### src/rtl/conv_accumulator_if.sv
// conv_accumulator_if
//   Handshake bundle for the accumulator: one tap-rate input stream and one
//   pixel-rate output stream, both valid/ready.
//   Ports (signals):
//     in_valid, in_data[DATA_WIDTH], in_ready   - tap product stream
//     out_valid, out_data[DATA_WIDTH], out_ready - completed pixel stream
//   Modports:
//     slave  - the accumulator side (consumes taps, produces pixels)
//     master - the environment side (produces taps, consumes pixels)
interface conv_accumulator_if #(
  parameter int DATA_WIDTH = 16
);
  logic                  in_valid;
  logic [DATA_WIDTH-1:0] in_data;
  logic                  in_ready;
  logic                  out_valid;
  logic [DATA_WIDTH-1:0] out_data;
  logic                  out_ready;

  modport slave (
    input  in_valid, in_data, out_ready,
    output in_ready, out_valid, out_data
  );

  modport master (
    output in_valid, in_data, out_ready,
    input  in_ready, out_valid, out_data
  );
endinterface

### src/rtl/conv_accumulator.sv
// conv_accumulator
//   Sums TAPS signed tap products per convolution window into an ACC_WIDTH
//   accumulator, optionally rectifies, saturates to DATA_WIDTH and presents
//   one pixel per window on a valid/ready output.
//   Ports:
//     clk      - rising-edge clock
//     rst      - synchronous active-high reset
//     bus      - conv_accumulator_if.slave (tap input / pixel output streams)
//     tap_cnt  - taps accepted so far in the current window
//
//   state   | meaning
//   --------+---------------------------------------------------------
//   S_IDLE  | tap_cnt == 0, next accepted tap starts a new window
//   S_ACCUM | 0 < tap_cnt < TAPS, window partially summed
module conv_accumulator #(
  parameter int DATA_WIDTH = 16,
  parameter int TAPS       = 9,
  parameter int ACC_WIDTH  = 32,
  parameter int RELU_EN    = 1,
  localparam int CNT_W     = $clog2(TAPS) + 1
) (
  input  logic                 clk,
  input  logic                 rst,
  conv_accumulator_if.slave    bus,
  output logic [CNT_W-1:0]     tap_cnt
);

  typedef enum logic {S_IDLE, S_ACCUM} state_e;

  localparam logic [CNT_W-1:0] LAST_TAP = CNT_W'(TAPS - 1);
  localparam logic signed [ACC_WIDTH-1:0] PIX_MAX =
    {{(ACC_WIDTH-DATA_WIDTH+1){1'b0}}, {(DATA_WIDTH-1){1'b1}}};
  localparam logic signed [ACC_WIDTH-1:0] PIX_MIN =
    {{(ACC_WIDTH-DATA_WIDTH+1){1'b1}}, {(DATA_WIDTH-1){1'b0}}};

  logic signed [ACC_WIDTH-1:0]  acc_q, acc_d;
  logic [CNT_W-1:0]             tap_cnt_q, tap_cnt_d;
  logic                         out_valid_q, out_valid_d;
  logic [DATA_WIDTH-1:0]        out_data_q, out_data_d;

  state_e                       state;
  logic                         last_tap;
  logic                         in_fire;
  logic signed [ACC_WIDTH-1:0]  in_ext;
  logic signed [ACC_WIDTH-1:0]  sum;
  logic signed [ACC_WIDTH-1:0]  rect;
  logic [DATA_WIDTH-1:0]        sat;

  assign state    = (tap_cnt_q == '0) ? S_IDLE : S_ACCUM;
  assign last_tap = (tap_cnt_q == LAST_TAP);

  // Only the window-closing tap needs the output register free; it may
  // also complete in the same cycle the old pixel is taken.
  assign bus.in_ready = !rst && !(last_tap && out_valid_q && !bus.out_ready);
  assign in_fire      = bus.in_valid && bus.in_ready;

  always_comb begin
    in_ext = ACC_WIDTH'($signed(bus.in_data));
    sum    = ((state == S_IDLE) ? '0 : acc_q) + in_ext;
    rect   = ((RELU_EN != 0) && sum[ACC_WIDTH-1]) ? '0 : sum;
    if (rect > PIX_MAX)      sat = PIX_MAX[DATA_WIDTH-1:0];
    else if (rect < PIX_MIN) sat = PIX_MIN[DATA_WIDTH-1:0];
    else                     sat = rect[DATA_WIDTH-1:0];
  end

  always_comb begin
    acc_d       = acc_q;
    tap_cnt_d   = tap_cnt_q;
    out_data_d  = out_data_q;
    out_valid_d = out_valid_q && !bus.out_ready;
    if (in_fire) begin
      acc_d = sum;
      if (last_tap) begin
        tap_cnt_d   = '0;
        out_valid_d = 1'b1;
        out_data_d  = sat;
      end else begin
        tap_cnt_d = tap_cnt_q + 1'b1;
      end
    end
  end

  always_ff @(posedge clk) begin
    if (rst) begin
      acc_q       <= '0;
      tap_cnt_q   <= '0;
      out_valid_q <= 1'b0;
      out_data_q  <= '0;
    end else begin
      acc_q       <= acc_d;
      tap_cnt_q   <= tap_cnt_d;
      out_valid_q <= out_valid_d;
      out_data_q  <= out_data_d;
    end
  end

  assign bus.out_valid = out_valid_q;
  assign bus.out_data  = out_data_q;
  assign tap_cnt       = tap_cnt_q;

endmodule

### src/flat_wrapper.sv
// flat-port wrapper written by rule: the top's interface ports become plain ports
module conv_accumulator_flat 
#(
  parameter int DATA_WIDTH = 16,
  parameter int TAPS       = 9,
  parameter int ACC_WIDTH  = 32,
  parameter int RELU_EN    = 1,
  localparam int CNT_W     = $clog2(TAPS) + 1
)
  (clk, rst, tap_cnt, bus_in_valid, bus_in_data, bus_out_ready, bus_in_ready, bus_out_valid, bus_out_data);
  conv_accumulator_if #(.DATA_WIDTH(DATA_WIDTH)) bus_i ();
  input  logic clk;
  input  logic rst;
  output logic [CNT_W-1:0] tap_cnt;
  input wire logic [$bits(bus_i.in_valid)-1:0] bus_in_valid;
  input wire logic [$bits(bus_i.in_data)-1:0] bus_in_data;
  input wire logic [$bits(bus_i.out_ready)-1:0] bus_out_ready;
  output wire logic [$bits(bus_i.in_ready)-1:0] bus_in_ready;
  output wire logic [$bits(bus_i.out_valid)-1:0] bus_out_valid;
  output wire logic [$bits(bus_i.out_data)-1:0] bus_out_data;
  assign bus_i.in_valid = bus_in_valid;
  assign bus_i.in_data = bus_in_data;
  assign bus_i.out_ready = bus_out_ready;
  assign bus_in_ready = bus_i.in_ready;
  assign bus_out_valid = bus_i.out_valid;
  assign bus_out_data = bus_i.out_data;
  conv_accumulator #(.DATA_WIDTH(DATA_WIDTH), .TAPS(TAPS), .ACC_WIDTH(ACC_WIDTH), .RELU_EN(RELU_EN)) u_core (.clk(clk), .rst(rst), .bus(bus_i), .tap_cnt(tap_cnt));
endmodule
### config.mk
export PLATFORM = sky130hd
export DESIGN_NAME = conv_accumulator_flat
export DESIGN_NICKNAME = d
export VERILOG_FILES = /design/src/rtl/conv_accumulator_if.sv /design/src/rtl/conv_accumulator.sv /design/src/flat_wrapper.sv
export SDC_FILE = /design/constraint.sdc
export NUM_CORES = 1
export LEC_CHECK = 0
export ABC_AREA = 1
export BUFFER_PORTS_ARGS = -buffer_cell sky130_fd_sc_hd__buf_2
export CORE_MARGIN = 3
export CORE_UTILIZATION = 40
export CTS_CLUSTER_DIAMETER = 40
export DETAILED_ROUTE_END_ITERATION = 6
export GPL_TIMING_DRIVEN = 0
export PLACE_DENSITY = 0.71
export SYNTH_ARGS = -nofsm -noshare
export SYNTH_HDL_FRONTEND = slang
export SYNTH_SLANG_ARGS = --single-unit
export TNS_END_PERCENT = 5
### constraint.sdc
create_clock -name clk -period 3.3 [get_ports clk]
set_input_delay 0.165 -clock clk [delete_from_list [all_inputs] [get_ports clk]]
set_output_delay 0.165 -clock clk [all_outputs]
set_load 0.02 [all_outputs]
==> results of run 1 <==
[power breakdown]
group / leakage [nW] / switching [W] / internal (W)
Combinational: 2.85 / 0.000379 / 0.000200
Clock: 0.0748 / 0.000277 / 0.000289
Sequential: 0.443 / 0.0000205 / 0.000693
Total: 3.37 / 0.000677 / 0.00118
[layout by cell type, fill, tap and decap left out, types with 7 or more instances in the layout]
master	instances
nand2_1	291
inv_1	158
dfxtp_1	52
nand3_1	47
buf_2	43
o21ai_0	36
nand2_2	33
nor2_1	28
nand4_1	21
ha_1	17
a21oi_1	15
buf_4	15
inv_2	14
xor2_1	13
nor2_2	11
nand3_2	10
nor2_4	10
clkbuf_1	9
ha_4	8
ha_2	8
a31oi_1	7
[worst reg2reg max path, delay by kind of cell (launching register included)]
kind | cells | cell delay (ns)
simple gates | 13 | 1.49
buf+inv | 6 | 0.62
fa+ha+maj | 2 | 0.49
flops | 1 | 0.33
compound gates | 1 | 0.18
[metrics by stage]
step | area, µm² | instances | setup TNS (ns) | hold slack [ns] | setup slack (ns)
4_1_cts | 5409 | 1027 | 0 | 0.03207 | 0.01800
3_5_place_dp | 5187 | 1014 | -6.762 | 0.3490 | -0.5007
6_report | 5759 | 1036 | 0 | 0.02782 | 0.1122
2_1_floorplan | 4798 | 829 | 0 | 0.2374 | 0.09141
5_1_grt | 5759 | 1036 | -0.1359 | 0.03467 | -0.04038
3_3_place_gp | 5187 | 1014 | -5.828 | 0.3448 | -0.4305
[registers in the layout, summed over array words and instances, names as in the netlist]
name and count:
u_core.bus.out_data 16, u_core.tap_cnt 5, u_core.bus.out_valid 1, u_core.acc_q 32
[final cells by class]
class / instances / area (µm²)
Multi-Input combinational cell: 582 / 3257
Clock buffer: 5 / 125.1
Clock inverter: 3 / 26.28
Fill cell: 1213 / 5806
Buffer: 18 / 108.9
Tap cell: 143 / 178.9
Timing Repair Buffer: 56 / 322.8
Sequential cell: 54 / 1084
Inverter: 175 / 656.9
[what timing repair did]
| action | CTS | global route |
|---|---|---|
| setup endpoints to repair | 17 | 16 |
| resized for setup | 13 | 74 |
| gates cloned | 0 | 2 |
| pin swaps | 2 | 7 |
| setup buffers | 5 | 7 |
[per-layer routing]
metal | up-vias | GRT usage | share of wire
li1 | 2661 | - | -
met1 | 2329 | 0.2651 | 0.46
met2 | 150 | 0.3306 | 0.46
met3 | 22 | 0.02507 | 0.054
met4 | 0 | 0.05243 | 0.019
met5 | - | 0 | 0
[cells by family (layout without fill, tap and decap cells)]
| logic type | Yosys count | in the layout | share of synthesized area |
|---|---|---|---|
| buf+inv | 193 | 257 | 0.1555 |
| fa+ha+maj | 34 | 34 | 0.09025 |
| compound gates | 66 | 66 | 0.07277 |
| flops | 54 | 54 | 0.2254 |
| simple gates | 466 | 466 | 0.4254 |
| xor+xnor | 16 | 16 | 0.03078 |
[final timing paths]
path | start | endpoint | slack (ns)
setup / recovery | u_core.tap_cnt[0] | u_core.bus.out_data[11] | 0.11
hold / removal | rst | u_core.tap_cnt[4] | 0.03
setup reg to reg | u_core.tap_cnt[0] | u_core.bus.out_data[11] | 0.11
hold reg to reg | u_core.bus.out_data[15] | u_core.bus.out_data[15] | 0.43
==> results.tsv, run 1 <==
metric	value	unit
outcome	finished clean	
Max-Cap Viols	0	
main area contributors after synthesis	nand2_1 24%, dfxtp_1 23%, inv_1 13%, ha_1 8.6%, nand3_1 5.3%	
total CTS buffers	5	
drt pass-1 iters	5	
CTS root buf	clkbuf_16	
initial antenna violation count	0	
CP max FO	10	
# DRC	0	
dominant register cell in the synthesized netlist	dfxtp_1	
largest net degree at the start of global routing	20	
cell depth of the worst flop-to-flop path	22	
Starting Density	0.4148	
RSZ-0062 raised after global routing	yes	
Post-Synthesis Cells	829	
slew margin rel.	0.5865	
drt total wl	13.59	mm
area of the mapped netlist	0.004797	mm²
first-pass GRT wire length	21.05	mm
Synth cell types	34	
Diodes inserted	0	
I/O Buffers	42	
hold depth	2	
Ys Warns	0	
Final HPWL DP	10.78	mm
Post-CTS Hold Buffers	0	
Crit-path slowest cell	ha_1	
worst slew pin tran	0.6202	ns
WL/cell	13.12	µm
CP Buf/Inv Count	6	
Final Hold Violating Endpoints	0	
Post-synth EDFFs	0	
CP Data Required Time	3.50	ns
Highest Clock Rate	0.3137	GHz
area grow syn2layout	20.06	%
Seq/Total Area, Yosys	0.2254	
maximum vdd drop	0.2190	mV
Yosys top cell by area	nand2_1	
die width	115.5	µm
CP Launch Type	register	
Final min period	3.188	ns
Mapped Nets	883	
Tcrit/Tclk final	0.9660	
fin util	0.4980	
Final #Nets	946	
Syn Area/Cell	5.787	µm²
vias per cell	4.983	
Total Routing Usage GR	0.1963	
Worst Path Arrival	3.39	ns
# setup viols final	0	
clock-pin slew on the worst setup and hold paths	0.08	ns
GRT Residual Overflow	0	
critical path depth	22	
Rows	39	
Worst path top cell family by delay	simple AND/OR/NAND/NOR gates	
PnR Total Power	0.001860	W
worst min-delay path class	in -> reg	
ys async rst share	0	
Clock Skews	0.007899	ns
vias post-DR	5162	
Worst path max stage delay	0.34	ns
CTS tree	yes	
Yosys reg bits	54	
Worst setup EP type	register	
share of post-route cells with drive strength above 1	0.1993	
Final Max Slew Viols	0	
most frequent cell after synthesis	nand2_1	
RePlAce Congestion	0.8937	
1st-iter DRT viols	378	
IO Count	43	
Worst-Skew Late Latency	0.30	ns
worst-path cell chain	inv_2 > ha_4 > nand3_4 > clkbuf_4 > nand2_1 > inv_1 > ha_1 > nand2_2 > inv_2 > nand2_1 > inv_1 > a21oi_1 > nand2_2 > nand2_2 > nand2_1 > nand2_1 > nand2_1 > nor3_4 > buf_6 > nand4_1 > nand2_1 > nand2_1	
pwr/cell area	322.9	mW/mm²
vias in the first global route	4619	
CTS Buffer Depth	2	
crit path kind	reg -> reg	
Most Frequent Cell on Critical Path	nand2_1	
chip height	115.5	µm
Yosys top cell area share	0.2433	
synth cell count leaders	311 x nand2_1, 161 x inv_1, 54 x dfxtp_1	
die area	0.01334	mm²
Pleak	3.371	nW
number of clock sinks	54	
htree depth	2	
Final ANT Viol Nets	0	
Core Box Area	0.01156	mm²
Note: power is estimated with default switching activity, not from simulation.
==> inputs of run 2 (changes only) <==
- CORE_ASPECT_RATIO: not set -> 0.6
==> results.tsv, run 2 (synthesis gave the netlist of run 1 again) <==
metric	value	unit	change
outcome	finished clean		unchanged
Critical Path Sink	u_core.bus.out_data[8]		was u_core.bus.out_data[11]
share of post-route cells with drive strength above 1	0.2261		was 0.1993
first-pass GRT wire length	23.18	mm	was 21.05 mm
Worst R2R Setup Slack	0.11	ns	about the same
Final ANT Viol Nets	0		unchanged
Max-Cap Viols	0		unchanged
GRT Residual Overflow	0		unchanged
setup_tns	0	ns	unchanged
CTS root buf	clkbuf_16		unchanged
vias post-DR	5306		was 5162
Post-CTS Hold Buffers	0		unchanged
crit path kind	reg -> reg		unchanged
Final min period	3.191	ns	was 3.188 ns
cell depth of the worst flop-to-flop path	21		was 22
Flop pwr share	0.362		was 0.384
Final Max Slew Viols	0		unchanged
clock-pin slew on the worst setup and hold paths	0.08	ns	about the same
chip height	90.83	µm	was 115.5 µm
Worst-Skew Late Latency	0.31	ns	was 0.30 ns
hold_ws	0.02469	ns	was 0.02782 ns
most frequent cells in the layout	284 x nand2_1, 157 x inv_1, 52 x dfxtp_1, 46 x nand3_1, 43 x buf_2		was 291 x nand2_1, 158 x inv_1, 52 x dfxtp_1, 47 x nand3_1, 43 x buf_2
drt pass-1 iters	5		unchanged
Final HPWL DP	11.65	mm	was 10.78 mm
met2 WL	5.489	mm	was 6.306 mm
Most Frequent Cell on Critical Path	nand2_1		unchanged
vias in the first global route	4437		was 4619
max reg flops	32		unchanged
Clk pwr share	0.320		was 0.304
1st-iter DRT viols	620		was 378
IO Count	43		unchanged
Final Hold Violating Endpoints	0		unchanged
Clock Skews	0.007006	ns	was 0.007899 ns
Rows	30		was 39
number of clock sinks	54		unchanged
Worst path top cell family by delay	simple AND/OR/NAND/NOR gates		unchanged
worst-path cell chain	inv_2 > ha_4 > nand3_4 > buf_6 > nand2_1 > inv_1 > ha_2 > nand2_1 > nor2_1 > nand2_1 > nand2_1 > nand3_1 > nand3_1 > nand2_1 > nor2_2 > nand3_2 > nor2_4 > buf_6 > nand4_1 > nand2_1 > nand2_1		was inv_2 > ha_4 > nand3_4 > clkbuf_4 > nand2_1 > inv_1 > ha_1 > nand2_2 > inv_2 > nand2_1 > inv_1 > a21oi_1 > nand2_2 > nand2_2 > nand2_1 > nand2_1 > nand2_1 > nor3_4 > buf_6 > nand4_1 > nand2_1 > nand2_1
maximum vdd drop	0.2216	mV	was 0.2190 mV
pwr/cell area	333.4	mW/mm²	was 322.9 mW/mm²
CP Data Required Time	3.50	ns	about the same
CTS tree	yes		unchanged
Comb pwr share	0.318		was 0.312
die area	0.01339	mm²	was 0.01334 mm²
vias per cell	5.015		was 4.983
Total Routing Usage GR	0.2172		was 0.1963
# DRC	0		unchanged
htree depth	2		unchanged
Crit-path slowest cell	ha_2		was ha_1
critical path depth	21		was 22
worst reg2reg endpoint	u_core.bus.out_data[8]		was u_core.bus.out_data[11]
CTS Buffer Depth	2		unchanged
WL/cell	14.29	µm	was 13.12 µm
fin util	0.5169		was 0.4980
met3 wire len	1.619	mm	was 740 µm
Most flops, register	u_core.acc_q		unchanged
Core Box Area	0.01149	mm²	was 0.01156 mm²
DR top layer	met4		unchanged
drt total wl	15.12	mm	was 13.59 mm
Starting Density	0.4176		was 0.4148
# setup viols final	0		unchanged
slew margin rel.	0.5799		was 0.5865
total CTS buffers	5		unchanged
Worst setup EP type	register		unchanged
wire length on met1	7.905	mm	was 6.284 mm
Final #Nets	951		was 946
initial antenna violation count	0		unchanged
Worst Path Arrival	3.39	ns	about the same
worst min-delay path class	in -> reg		unchanged
RePlAce Congestion	0.9651		was 0.8937
Pleak	3.421	nW	was 3.371 nW
switching part of the total	0.3554		was 0.3638
placed inst area	0.005209	mm²	was 0.005187 mm²
worst slew pin tran	0.6302	ns	was 0.6202 ns
largest net degree at the start of global routing	19		was 20
commonest non-fill, non-tap cell in the layout	nand2_1		unchanged
CP Buf/Inv Count	4		was 6
Worst path max stage delay	0.38	ns	was 0.34 ns
area grow syn2layout	23.76	%	was 20.06%
post-route insts no fill	1058		was 1036
worst r2r src	u_core.tap_cnt[1]		was u_core.tap_cnt[0]
die width	147.4	µm	was 115.5 µm
Post-Place Cells	1031		was 1014
Internal Dissipation	0.001276	W	was 0.001183 W
switching power	0.0007034	W	was 0.0006766 W
CP max FO	10		unchanged
Setup crit start	u_core.tap_cnt[1]		was u_core.tap_cnt[0]
cell area after layout	0.005937	mm²	was 0.005759 mm²
I/O Buffers	42		unchanged
Tcrit/Tclk final	0.9671		was 0.9660
Highest Clock Rate	0.3134	GHz	was 0.3137 GHz
Diodes inserted	0		unchanged
CP Launch Type	register		unchanged
==> run 2: cell types whose count changed in the layout (fill, tap and decap cells not counted), sizes merged <==
cell	delta
buf	+7
bufinv	+1
clkbuf	-2
inv	-1
==> run 2: cell type report <==
type                            instances  area [µm²]
Buffer                                 18       125.1
Clock buffer                            5       125.1
Clock inverter                          3       47.55
Fill cell                            1181        5549
Inverter                              175       661.9
Multi-Input combinational cell        582        3331
Sequential cell                        54        1086
Tap cell                              160       200.2
Timing Repair Buffer                   61       360.3
==> run 2: worst min-delay path by stage <==
stage	from	endpoint	slack, ns	cells past startpoint
after floorplan	rst	u_core.tap_cnt[4]	0.24	1
after global placement	rst	u_core.tap_cnt[4]	0.34	2
after detailed placement	rst	u_core.tap_cnt[4]	0.35	2
after CTS	rst	u_core.tap_cnt[4]	0.02	2
after global routing	rst	u_core.tap_cnt[4]	0.03	2
final	rst	u_core.tap_cnt[4]	0.02	2
==> run 2: power by group through the flow <==
stage / Clock, W / Combinational (W) / Sequential [W]
floorplan: 0 / 0.000363 / 0.000726
global placement: 0 / 0.000500 / 0.000730
detailed placement: 0 / 0.000505 / 0.000731
CTS: 0.000642 / 0.000539 / 0.000714
global route: 0.000666 / 0.000690 / 0.000720
finish: 0.000634 / 0.000629 / 0.000717
==> run 2: repair_timing <==
action	CTS	global route
setup buffers	11	7
pin swaps	4	19
gates resized for setup	33	84
endpoints found under the setup margin	18	16
gates cloned	1	0
endpoints found under the hold margin	0	0
==> run 2: layer usage <==
metal  track usage  vias up
li1              -     2671
met1        0.3648     2416
met2        0.2657      207
met3       0.05717       12
met4       0.03411        0
met5             0        -
==> run 2: metrics by stage <==
| stage | total power (W) | worst slack, ns |
|---|---|---|
| after floorplan | 0.001089 | 0.09141 |
| after global placement | 0.001230 | -0.5563 |
| after detailed placement | 0.001236 | -0.6402 |
| after CTS | 0.001895 | 0.008019 |
| after global routing | 0.002076 | -0.03372 |
| final | 0.001979 | 0.1087 |
==> inputs of run 3 (changes only) <==
- SETUP_SLACK_MARGIN: not set -> 0.4
==> results.tsv, run 3 (synthesis gave the netlist of run 1 again) <==
metric	value	unit	change
RePlAce Congestion	0.9444		was 0.9651
chip height	90.83	µm	unchanged
Worst-Skew Late Latency	0.30	ns	was 0.31 ns
die area	0.01339	mm²	unchanged
die width	147.4	µm	unchanged
Final ANT Viol Nets	0		unchanged
Final Max Slew Viols	0		unchanged
largest net degree at the start of global routing	19		unchanged
Post-Place Cells	1031		unchanged
CP Data Required Time	3.50	ns	about the same
Most flops, register	u_core.acc_q		unchanged
RSZ-0062 raised after global routing	yes		
crit path kind	reg -> reg		unchanged
vias in the first global route	4718		was 4437
area grow syn2layout	28.61	%	was 23.76%
most frequent cells in the layout	285 x nand2_1, 156 x inv_1, 52 x dfxtp_1, 45 x nand3_1, 43 x buf_2		was 284 x nand2_1, 157 x inv_1, 52 x dfxtp_1, 46 x nand3_1, 43 x buf_2
Core Box Area	0.01149	mm²	unchanged
Worst setup EP type	register		unchanged
clock-pin slew on the worst setup and hold paths	0.08	ns	about the same
Max-Cap Viols	0		unchanged
drt total wl	15.32	mm	was 15.12 mm
Final Hold Violating Endpoints	0		unchanged
WL/cell	14.42	µm	was 14.29 µm
Internal Dissipation	0.001305	W	was 0.001276 W
IO Count	43		unchanged
I/O Buffers	42		unchanged
# setup viols final	0		unchanged
vias post-DR	5307		was 5306
worst slew pin tran	0.7249	ns	was 0.6302 ns
Total Routing Usage GR	0.2252		was 0.2172
Final #Nets	955		was 951
htree depth	2		unchanged
post-route insts no fill	1062		was 1058
maximum vdd drop	0.2536	mV	was 0.2216 mV
max reg flops	32		unchanged
worst min-delay path class	in -> reg		unchanged
CTS tree	yes		unchanged
Comb pwr share	0.331		was 0.318
slew margin rel.	0.5167		was 0.5799
drt pass-1 iters	5		unchanged
Clock Skews	0.01039	ns	was 0.007006 ns
CTS Buffer Depth	2		unchanged
CTS root buf	clkbuf_16		unchanged
1st-iter DRT viols	538		was 620
# DRC	0		unchanged
switching power	0.0007246	W	was 0.0007034 W
Flop pwr share	0.353		was 0.362
first-pass GRT wire length	24.12	mm	was 23.18 mm
vias per cell	4.997		was 5.015
share of post-route cells with drive strength above 1	0.2395		was 0.2261
Starting Density	0.4176		unchanged
Final HPWL DP	11.66	mm	was 11.65 mm
Diodes inserted	0		unchanged
total CTS buffers	5		unchanged
Highest Clock Rate	0.3128	GHz	was 0.3134 GHz
Clk pwr share	0.316		was 0.320
Tcrit/Tclk final	0.9687		was 0.9671
hold_ws	0.02743	ns	was 0.02469 ns
Pleak	3.479	nW	was 3.421 nW
commonest non-fill, non-tap cell in the layout	nand2_1		unchanged
CP max FO	7		was 10
switching part of the total	0.3570		was 0.3554
CP Launch Type	register		unchanged
Post-CTS Hold Buffers	0		unchanged
Rows	30		unchanged
initial antenna violation count	0		unchanged
GRT Residual Overflow	0		unchanged
Final min period	3.197	ns	was 3.191 ns
outcome	finished clean		unchanged
number of clock sinks	54		unchanged
Worst Path Arrival	3.40	ns	was 3.39 ns
pwr/cell area	328.9	mW/mm²	was 333.4 mW/mm²
run 3: power groups by stage:
stage / clock network [W] / logic, W / registers [W]
CTS: 0.000640 / 0.000604 / 0.000716
detailed placement: 0 / 0.000513 / 0.000731
finish: 0.000640 / 0.000672 / 0.000717
global placement: 0 / 0.000507 / 0.000730
floorplan: 0 / 0.000371 / 0.000727
global route: 0.000662 / 0.000737 / 0.000722
run 3: what timing repair did:
item / in CTS / in global routing
pin swaps: 12 / 19
buffers inserted: 19 / 3
gates cloned: 1 / 0
endpoints found under the setup margin: 18 / 18
gates resized for setup: 69 / 53
run 3: critical path: stages, from the launching register on:
cell and delay (ns):
dfxtp_4 0.37, inv_4 0.04, ha_4 0.16, nand3_4 0.12
clkbuf_16 0.17, nand2_4 0.05, inv_4 0.05, ha_4 0.13
inv_2 0.04, fa_2 0.39, inv_2 0.11, nand2_2 0.05
nand2_2 0.06, nand3_1 0.10, nand2_2 0.12, nand2_1 0.14
nand3_1 0.12, nand2_1 0.06, nand2_2 0.10, nand2_2 0.08
nor3_4 0.24, buf_4 0.17, nand4_1 0.11, nand2_1 0.09
nand2_1 0.05
run 3: worst paths after layout:
| path | start | to | slack (ns) | cells past startpoint |
|---|---|---|---|---|
| worst max-delay path | u_core.tap_cnt[0] | u_core.bus.out_data[1] | 0.10 | 24 |
| worst min-delay path | rst | u_core.tap_cnt[4] | 0.03 | 2 |
| worst max register to register | u_core.tap_cnt[0] | u_core.bus.out_data[1] | 0.10 | 24 |
| worst min register to register | u_core.bus.out_data[15] | u_core.bus.out_data[15] | 0.44 | 2 |
run 3: metrics by stage:
step	utilization	setup WS, ns	power [W]	area [µm²]	setup TNS, ns
CTS	0.5145	0.1943	0.001960	5909	0
floorplan	-	0.3980	0.001097	4850	0
global route	0.5371	-0.07878	0.002121	6170	-0.6562
global placement	0.4580	-0.2174	0.001237	5260	-2.439
finish	0.5371	0.1032	0.002030	6170	0
detailed placement	0.4580	-0.2155	0.001244	5260	-2.535
run 3: routing by layer:
layer | track usage | share of wire | vias up
met5 | 0 | 0 | -
met4 | 0.03023 | 0.0082 | 0
met3 | 0.06570 | 0.11 | 13
met2 | 0.3013 | 0.38 | 225
met1 | 0.3557 | 0.51 | 2390
li1 | - | - | 2679
run 3: final cells by class:
type | instances | area [µm²]
Buffer | 18 | 136.4
Clock buffer | 5 | 125.1
Clock inverter | 3 | 47.55
Fill cell | 1133 | 5316
Inverter | 175 | 661.9
Multi-Input combinational cell | 582 | 3520
Sequential cell | 54 | 1089
Tap cell | 160 | 200.2
Timing Repair Buffer | 65 | 390.4
